[config.mk]
export PLATFORM = sky130hd
export DESIGN_NAME = i2s_sample_framer
export DESIGN_NICKNAME = d
export VERILOG_FILES = /design/src/rtl/i2s_sample_framer_pkg.sv /design/src/rtl/i2s_sample_framer_sync_fifo.sv /design/src/rtl/i2s_sample_framer.sv
export SDC_FILE = /design/constraint.sdc
export NUM_CORES = 1
export LEC_CHECK = 0
export BUFFER_PORTS_ARGS = -buffer_cell sky130_fd_sc_hd__buf_2
export CAP_MARGIN = 20
export CORE_ASPECT_RATIO = 0.5
export CORE_UTILIZATION = 60
export CTS_BUF_LIST = sky130_fd_sc_hd__clkbuf_4 sky130_fd_sc_hd__clkbuf_8
export DETAILED_ROUTE_END_ITERATION = 7
export PLACE_DENSITY = 0.82
export SYNTH_ARGS = -nofsm -noshare
export SYNTH_HDL_FRONTEND = slang
export SYNTH_SLANG_ARGS = --single-unit
[constraint.sdc]
create_clock -name clk_i -period 10.4 [get_ports clk_i]
set_clock_uncertainty 0.15 [all_clocks]
set_input_delay 2.08 -clock clk_i [delete_from_list [all_inputs] [get_ports clk_i]]
set_output_delay 2.08 -clock clk_i [all_outputs]
set_load 0.01 [all_outputs]
[src/rtl/i2s_sample_framer_pkg.sv]
// i2s_sample_framer_pkg: shared sample width, stereo pair type and framer states
package i2s_sample_framer_pkg;
  localparam int I2S_DW = 24;
  typedef struct packed {logic [I2S_DW-1:0] l, r;} stereo_t;
  typedef enum logic {WAIT_L, WAIT_R} framer_state_t;
endpackage

[src/rtl/i2s_sample_framer_sync_fifo.sv]
// i2s_sample_framer_sync_fifo: single-clock FIFO, flags derived from registered pointers only
module i2s_sample_framer_sync_fifo #(
  parameter int W = 48,
  parameter int DEPTH = 8,
  localparam int AW = $clog2(DEPTH)
) (
  input  logic          clk_i,
  input  logic          rst_ni,
  input  logic          push_i,
  input  logic [W-1:0]  data_i,
  input  logic          pop_i,
  output logic [W-1:0]  data_o,
  output logic          full_o,
  output logic          empty_o,
  output logic [AW:0]   level_o
);
  logic [W-1:0] mem_q [DEPTH];
  logic [AW:0] wr_q, rd_q;
  always_ff @(posedge clk_i)
    if (push_i) mem_q[wr_q[AW-1:0]] <= data_i;
  always_ff @(posedge clk_i or negedge rst_ni)
    if (!rst_ni) begin
      wr_q <= '0;
      rd_q <= '0;
    end else begin
      if (push_i) wr_q <= wr_q + (AW+1)'(1);
      if (pop_i) rd_q <= rd_q + (AW+1)'(1);
    end
  assign data_o = mem_q[rd_q[AW-1:0]];
  assign level_o = wr_q - rd_q;
  assign full_o = level_o == (AW+1)'(DEPTH);
  assign empty_o = level_o == '0;
endmodule

[src/rtl/i2s_sample_framer.sv]
// i2s_sample_framer: pairs a mono L/R stream into stereo frames and serves them to i2s_tx
module i2s_sample_framer
  import i2s_sample_framer_pkg::*;
#(
  parameter int DW = I2S_DW,
  parameter int DEPTH = 8,
  parameter int CW = 16,
  localparam int LW = $clog2(DEPTH) + 1
) (
  input  logic          clk_i,
  input  logic          rst_ni,
  input  logic [DW-1:0] s_data_i,
  input  logic          s_valid_i,
  input  logic          s_last_i,
  output logic          s_ready_o,
  input  logic          rd_en_i,
  output logic          rd_valid_o,
  output logic [DW-1:0] l_sample_o,
  output logic [DW-1:0] r_sample_o,
  output logic [LW-1:0] level_o,
  output logic          sync_err_o,
  output logic [CW-1:0] underrun_cnt_o
);
  framer_state_t state_q, state_d;
  logic [DW-1:0] l_hold_q, l_hold_d, l_q, r_q;
  logic [CW-1:0] und_q;
  logic rv_q, err_q, err_d, push, full, empty, xfer;
  logic [2*DW-1:0] head;
  assign s_ready_o = (state_q == WAIT_L) | !full;
  assign xfer = s_valid_i & s_ready_o;
  always_comb begin
    state_d = state_q;
    l_hold_d = l_hold_q;
    err_d = 1'b0;
    push = 1'b0;
    if (xfer) begin
      if (state_q == WAIT_L) begin
        err_d = s_last_i;
        l_hold_d = s_last_i ? l_hold_q : s_data_i;
        state_d = s_last_i ? WAIT_L : WAIT_R;
      end else begin
        push = s_last_i;
        err_d = !s_last_i;
        l_hold_d = s_last_i ? l_hold_q : s_data_i;
        state_d = s_last_i ? WAIT_L : WAIT_R;
      end
    end
  end
  always_ff @(posedge clk_i or negedge rst_ni)
    if (!rst_ni) begin
      state_q <= WAIT_L;
      l_hold_q <= '0;
      err_q <= 1'b0;
      rv_q <= 1'b0;
      l_q <= '0;
      r_q <= '0;
      und_q <= '0;
    end else begin
      state_q <= state_d;
      l_hold_q <= l_hold_d;
      err_q <= err_d;
      rv_q <= rd_en_i;
      if (rd_en_i) {l_q, r_q} <= empty ? '0 : head;
      if (rd_en_i & empty & ~&und_q) und_q <= und_q + CW'(1);
    end
  // no bypass: a pair written this cycle is not visible to a same-cycle read
  i2s_sample_framer_sync_fifo #(.W(2*DW), .DEPTH(DEPTH)) u_fifo (
    .clk_i(clk_i),
    .rst_ni(rst_ni),
    .push_i(push),
    .data_i({l_hold_q, s_data_i}),
    .pop_i(rd_en_i & !empty),
    .data_o(head),
    .full_o(full),
    .empty_o(empty),
    .level_o(level_o)
  );
  assign rd_valid_o = rv_q;
  assign l_sample_o = l_q;
  assign r_sample_o = r_q;
  assign sync_err_o = err_q;
  assign underrun_cnt_o = und_q;
endmodule

==> impl_table.tex <==
\begin{tabular}{lr}
\hline
Metric & Value \\
\hline
\multicolumn{2}{l}{\textbf{Layout}} \\
\quad Area used by sequential logic in the layout & 14020 sq um \\
\quad Number of antenna cells inserted & 0 \\
\quad Post-layout net count & 1227 \\
\quad Final core utilization & between 60\% and 70\% \\
\quad Most common cell after layout, fill and taps aside & sky130\_fd\_sc\_hd\_\_edfxtp\_1 \\
\quad Fraction of layout instances using a drive strength above 1 & 30.47\% \\
\quad Fill cell instance count of the final layout & around 1.8k \\
\quad Area grow syn2layout & 13.04\% \\
\quad Combined area of the multi-input logic cells & 4344 sq um \\
\quad Highest-count cells in the layout ignoring fill and taps & sky130\_fd\_sc\_hd\_\_edfxtp\_1 (384), sky130\_fd\_sc\_hd\_\_nand2\_1 (154), sky130\_fd\_sc\_hd\_\_buf\_2 (97), sky130\_fd\_sc\_hd\_\_mux4\_2 (96), sky130\_fd\_sc\_hd\_\_dfrtp\_1 (96) \\
\multicolumn{2}{l}{\textbf{Synthesis}} \\
\quad Post-Synthesis Net Count & about 1.1k \\
\quad Primary flip-flop cell chosen by synthesis mapping & sky130\_fd\_sc\_hd\_\_edfxtp\_1 \\
\quad Yosys cell types & 39 \\
\quad Async set-or-reset flop fraction in the synthesized netlist & 20.50\% \\
\quad Mean instance size in the synthesized netlist & 17.75 sq um \\
\quad Synth top area cells & sky130\_fd\_sc\_hd\_\_edfxtp\_1 (61\%), sky130\_fd\_sc\_hd\_\_dfrtp\_1 (13\%), sky130\_fd\_sc\_hd\_\_mux4\_2 (12\%) \\
\quad EDFF count, synth & about 380 \\
\quad Post-synthesis register bit count & around 480 \\
\quad Top cell type by total area after synthesis & sky130\_fd\_sc\_hd\_\_edfxtp\_1 \\
\quad Gate count of the mapped netlist & 1058 \\
\quad Post-Synthesis Cell Area & 18780 sq um \\
\quad Fraction of the yosys area taken by sequential cells & 74.60\% \\
\quad Total of warnings raised by yosys & 0 \\
\quad Yosys top cell area share & 61.41\% \\
\multicolumn{2}{l}{\textbf{Timing}} \\
\quad Setup-failing EPs final & 0 \\
\quad Setup total negative slack & 0 ns \\
\quad Achievable clock frequency & 193.2 MHz \\
\quad RSZ-0062 raised after global routing & no \\
\quad Final clock period utilization by the worst path & 49.77\% \\
\quad Worst Max-Slew Pin Slew & 0.9390 ns \\
\quad Post-layout min period & 5.176 ns \\
\quad Hold Violations, Final & 0 \\
\quad Final max-slew violation count & 0 \\
\quad Max-Slew Margin vs Limit & a little under two fifths \\
\multicolumn{2}{l}{\textbf{Pwr}} \\
\quad PD cells & around 270 nW/um\^{}2 \\
\quad Total internal power & 3.904 mW \\
\quad Cell leakage power & 7.909 nW \\
\quad Switching power of the nets & 1.769 mW \\
\quad Share of total power in the clock network & between 20\% and 30\% \\
\quad Portion of total power attributed to combinational logic & between 20\% and 30\% \\
\quad Worst vdd ir & 0.0001836 V \\
\quad Seq pwr share & $\sim$46\% \\
\quad Switching power as a share of total power & 31.19\% \\
\quad Power after layout & 5.673 mW \\
\multicolumn{2}{l}{\textbf{CTS}} \\
\quad Count of hold buffers inserted by post-cts repair & 0 \\
\quad Post-CTS setup buffers & 0 \\
\quad Number of resized instances in the post-cts repair step & 0 \\
\quad Skew-Pair Late Insertion Delay & $\sim$0.62 ns \\
\quad Clock buffers created by TritonCTS & 66 \\
\quad Clock tree from TritonCTS & done \\
\quad Maximum root-to-sink buffer count & 3 \\
\quad Root buffer cell & sky130\_fd\_sc\_hd\_\_clkbuf\_8 \\
\quad H-Tree Level Count & 3 \\
\quad Clock sink total & 483 \\
\quad Clock edge transition at the registers on the reported setup and hold paths & 0.07 ns \\
\multicolumn{2}{l}{\textbf{Die}} \\
\quad Die Footprint & 32050 sq um \\
\quad Std cell rows & 45 \\
\quad Starting density of the core & 61.42\% \\
\quad I/O pin cnt & 100 \\
\quad Die width & approximately 250 microns \\
\quad Area of the core region & 30570 sq um \\
\quad Die height & 127.1 microns \\
\multicolumn{2}{l}{\textbf{Routing}} \\
\quad Antenna violation net count after detailed routing & 0 \\
\quad DRC viols & 0 \\
\quad Overall via count from detail\_route & about 10k \\
\quad 1st-iter DRT viols & 859 \\
\quad Final wirelength & 38130 microns \\
\quad Via-per-instance ratio & 5.945 \\
\quad Per-cell routed wire length & 22.87 microns \\
\quad First-pass iteration count of the detailed router & 6 \\
\multicolumn{2}{l}{\textbf{Min path}} \\
\quad Worst hold path type & reg -> reg \\
\multicolumn{2}{l}{\textbf{GRT}} \\
\quad Pin count of the biggest net entering global routing & 67 \\
\quad Wire length of the first global-routing pass & 59400 microns \\
\quad Number of antenna violations at the first check in global routing & 0 \\
\quad Via count of the first global-routing pass & 10.47k \\
\quad Tot GR Track Use & 24.97\% \\
\quad Global route total overflow & 0 \\
\multicolumn{2}{l}{\textbf{Placed design}} \\
\quad Gpl congestion & 0.7535 \\
\quad Detailed placer's ending HPWL & approximately 20000 microns \\
\quad PortBufs & 99 \\
\multicolumn{2}{l}{\textbf{Worst setup path}} \\
\quad Category of the critical setup timing path & reg -> out \\
\quad WP data arrival & 2.95 ns \\
\quad Startpoint types & flip-flop \\
\quad Maximum fanout count along the critical path & 28 \\
\quad Setup crit end kind & output port \\
\quad Worst EP required & 8.17 ns \\
\multicolumn{2}{l}{\textbf{Job}} \\
\quad Max-cap check violation count & 0 \\
\multicolumn{2}{l}{\textbf{Run status}} \\
\quad Outcome & completed \\
\hline
\end{tabular}
## per-stage QoR
step / area (sq um) / hold slack (ns) / std cells / worst slack (ns)
floorplan: 18780 / 0.3143 / 1058 / 2.687
global placement: 19760 / 0.3339 / 1545 / 5.859
detailed placement: 19760 / 0.3326 / 1545 / 5.841
CTS: 21230 / 0.3454 / 1667 / 5.162
global route: 21230 / 0.3743 / 1667 / 4.983
finish: 21230 / 0.3523 / 1667 / 5.224
## sequential cells by signal (all words and copies together) (netlist names)
signal,cells
l_hold_q,24
sync_err_o,1
l_sample_o,24
u_fifo.mem_q,384
u_fifo.wr_q,4
underrun_cnt_o,16
u_fifo.rd_q,4
r_sample_o,24
state_q,1
rd_valid_o,1
## path summary, 6_finish.rpt
path	start	end	slack [ns]	depth (start not counted)
max	u_fifo.rd_q[0]	s_ready_o	5.22	7
min	underrun_cnt_o[15]	underrun_cnt_o[15]	0.35	1
max reg2reg	u_fifo.rd_q[0]	u_fifo.mem_q[6][43]	6.61	9
min reg2reg	underrun_cnt_o[15]	underrun_cnt_o[15]	0.35	1
max in group asynchronous	rst_ni	u_fifo.rd_q[1]	7.39	2
min in group asynchronous	rst_ni	l_hold_q[6]	1.40	1
## power by group through the flow
stage	combinational (mW)	sequential, mW	clock [mW]
CTS	1.51	2.59	1.61
detailed placement	1.49	2.63	0
global placement	1.44	2.60	0
global route	1.63	2.62	1.68
finish	1.50	2.59	1.59
floorplan	1.08	2.56	0
## Yosys cell counts, types with 2 or more instances
cell type,count
sky130_fd_sc_hd__edfxtp_1,384
sky130_fd_sc_hd__nand2_1,154
sky130_fd_sc_hd__dfrtp_1,99
sky130_fd_sc_hd__mux4_2,96
sky130_fd_sc_hd__inv_1,56
sky130_fd_sc_hd__nand3_1,56
sky130_fd_sc_hd__o21ai_0,48
sky130_fd_sc_hd__clkbuf_1,32
sky130_fd_sc_hd__mux2_4,19
sky130_fd_sc_hd__xor2_1,17
sky130_fd_sc_hd__buf_2,14
sky130_fd_sc_hd__nor3_1,14
sky130_fd_sc_hd__mux2_2,8
sky130_fd_sc_hd__buf_1,7
sky130_fd_sc_hd__ha_1,7
sky130_fd_sc_hd__nor4_1,6
sky130_fd_sc_hd__xnor2_1,6
sky130_fd_sc_hd__nand4_1,5
sky130_fd_sc_hd__and3_1,4
sky130_fd_sc_hd__and2_1,3
sky130_fd_sc_hd__and4_1,2
sky130_fd_sc_hd__buf_12,2
sky130_fd_sc_hd__nor2_1,2
sky130_fd_sc_hd__nor3b_1,2
## routing by layer
layer  GRT usage, %  vias up  part of all wire, %
met2          42.63      382                   52
met4          10.23        0                  2.7
met3          4.564       83                  5.5
met1          32.30     5165                   39
li1               -     4280                    -
met5              0        -                    0
## kinds of logic (layout without fill, tap and decap cells)
logic type	count (synthesis)	after routing	synth area share, %
adders and majority gates	8	8	0.5730
muxes	123	123	13.51
xor gates and xnor gates	23	23	1.073
DFF	483	483	74.60
and+or+nand+nor	253	253	6.017
buffers and inverters	112	298	2.525
AOI/OAI and AO/OA	56	56	1.699
## layout make-up
cell class	count	share of cell area [%]
tap	423	2.493
timing repair buffer	120	3.101
sequential	483	66.04
multi-input combinational	463	20.47
inverter	56	0.9903
clock inverter	22	1.020
clock buffer	100	5.894
## worst max-delay path: stages (launching register included)
cell	delay [ns]
sky130_fd_sc_hd__dfrtp_4	0.80
sky130_fd_sc_hd__ha_1	0.26
sky130_fd_sc_hd__inv_1	0.05
sky130_fd_sc_hd__fa_1	0.38
sky130_fd_sc_hd__xor2_1	0.18
sky130_fd_sc_hd__nor3_1	0.35
sky130_fd_sc_hd__nand3_1	0.14
sky130_fd_sc_hd__buf_2	0.16
(Power assumes the default switching activity.)
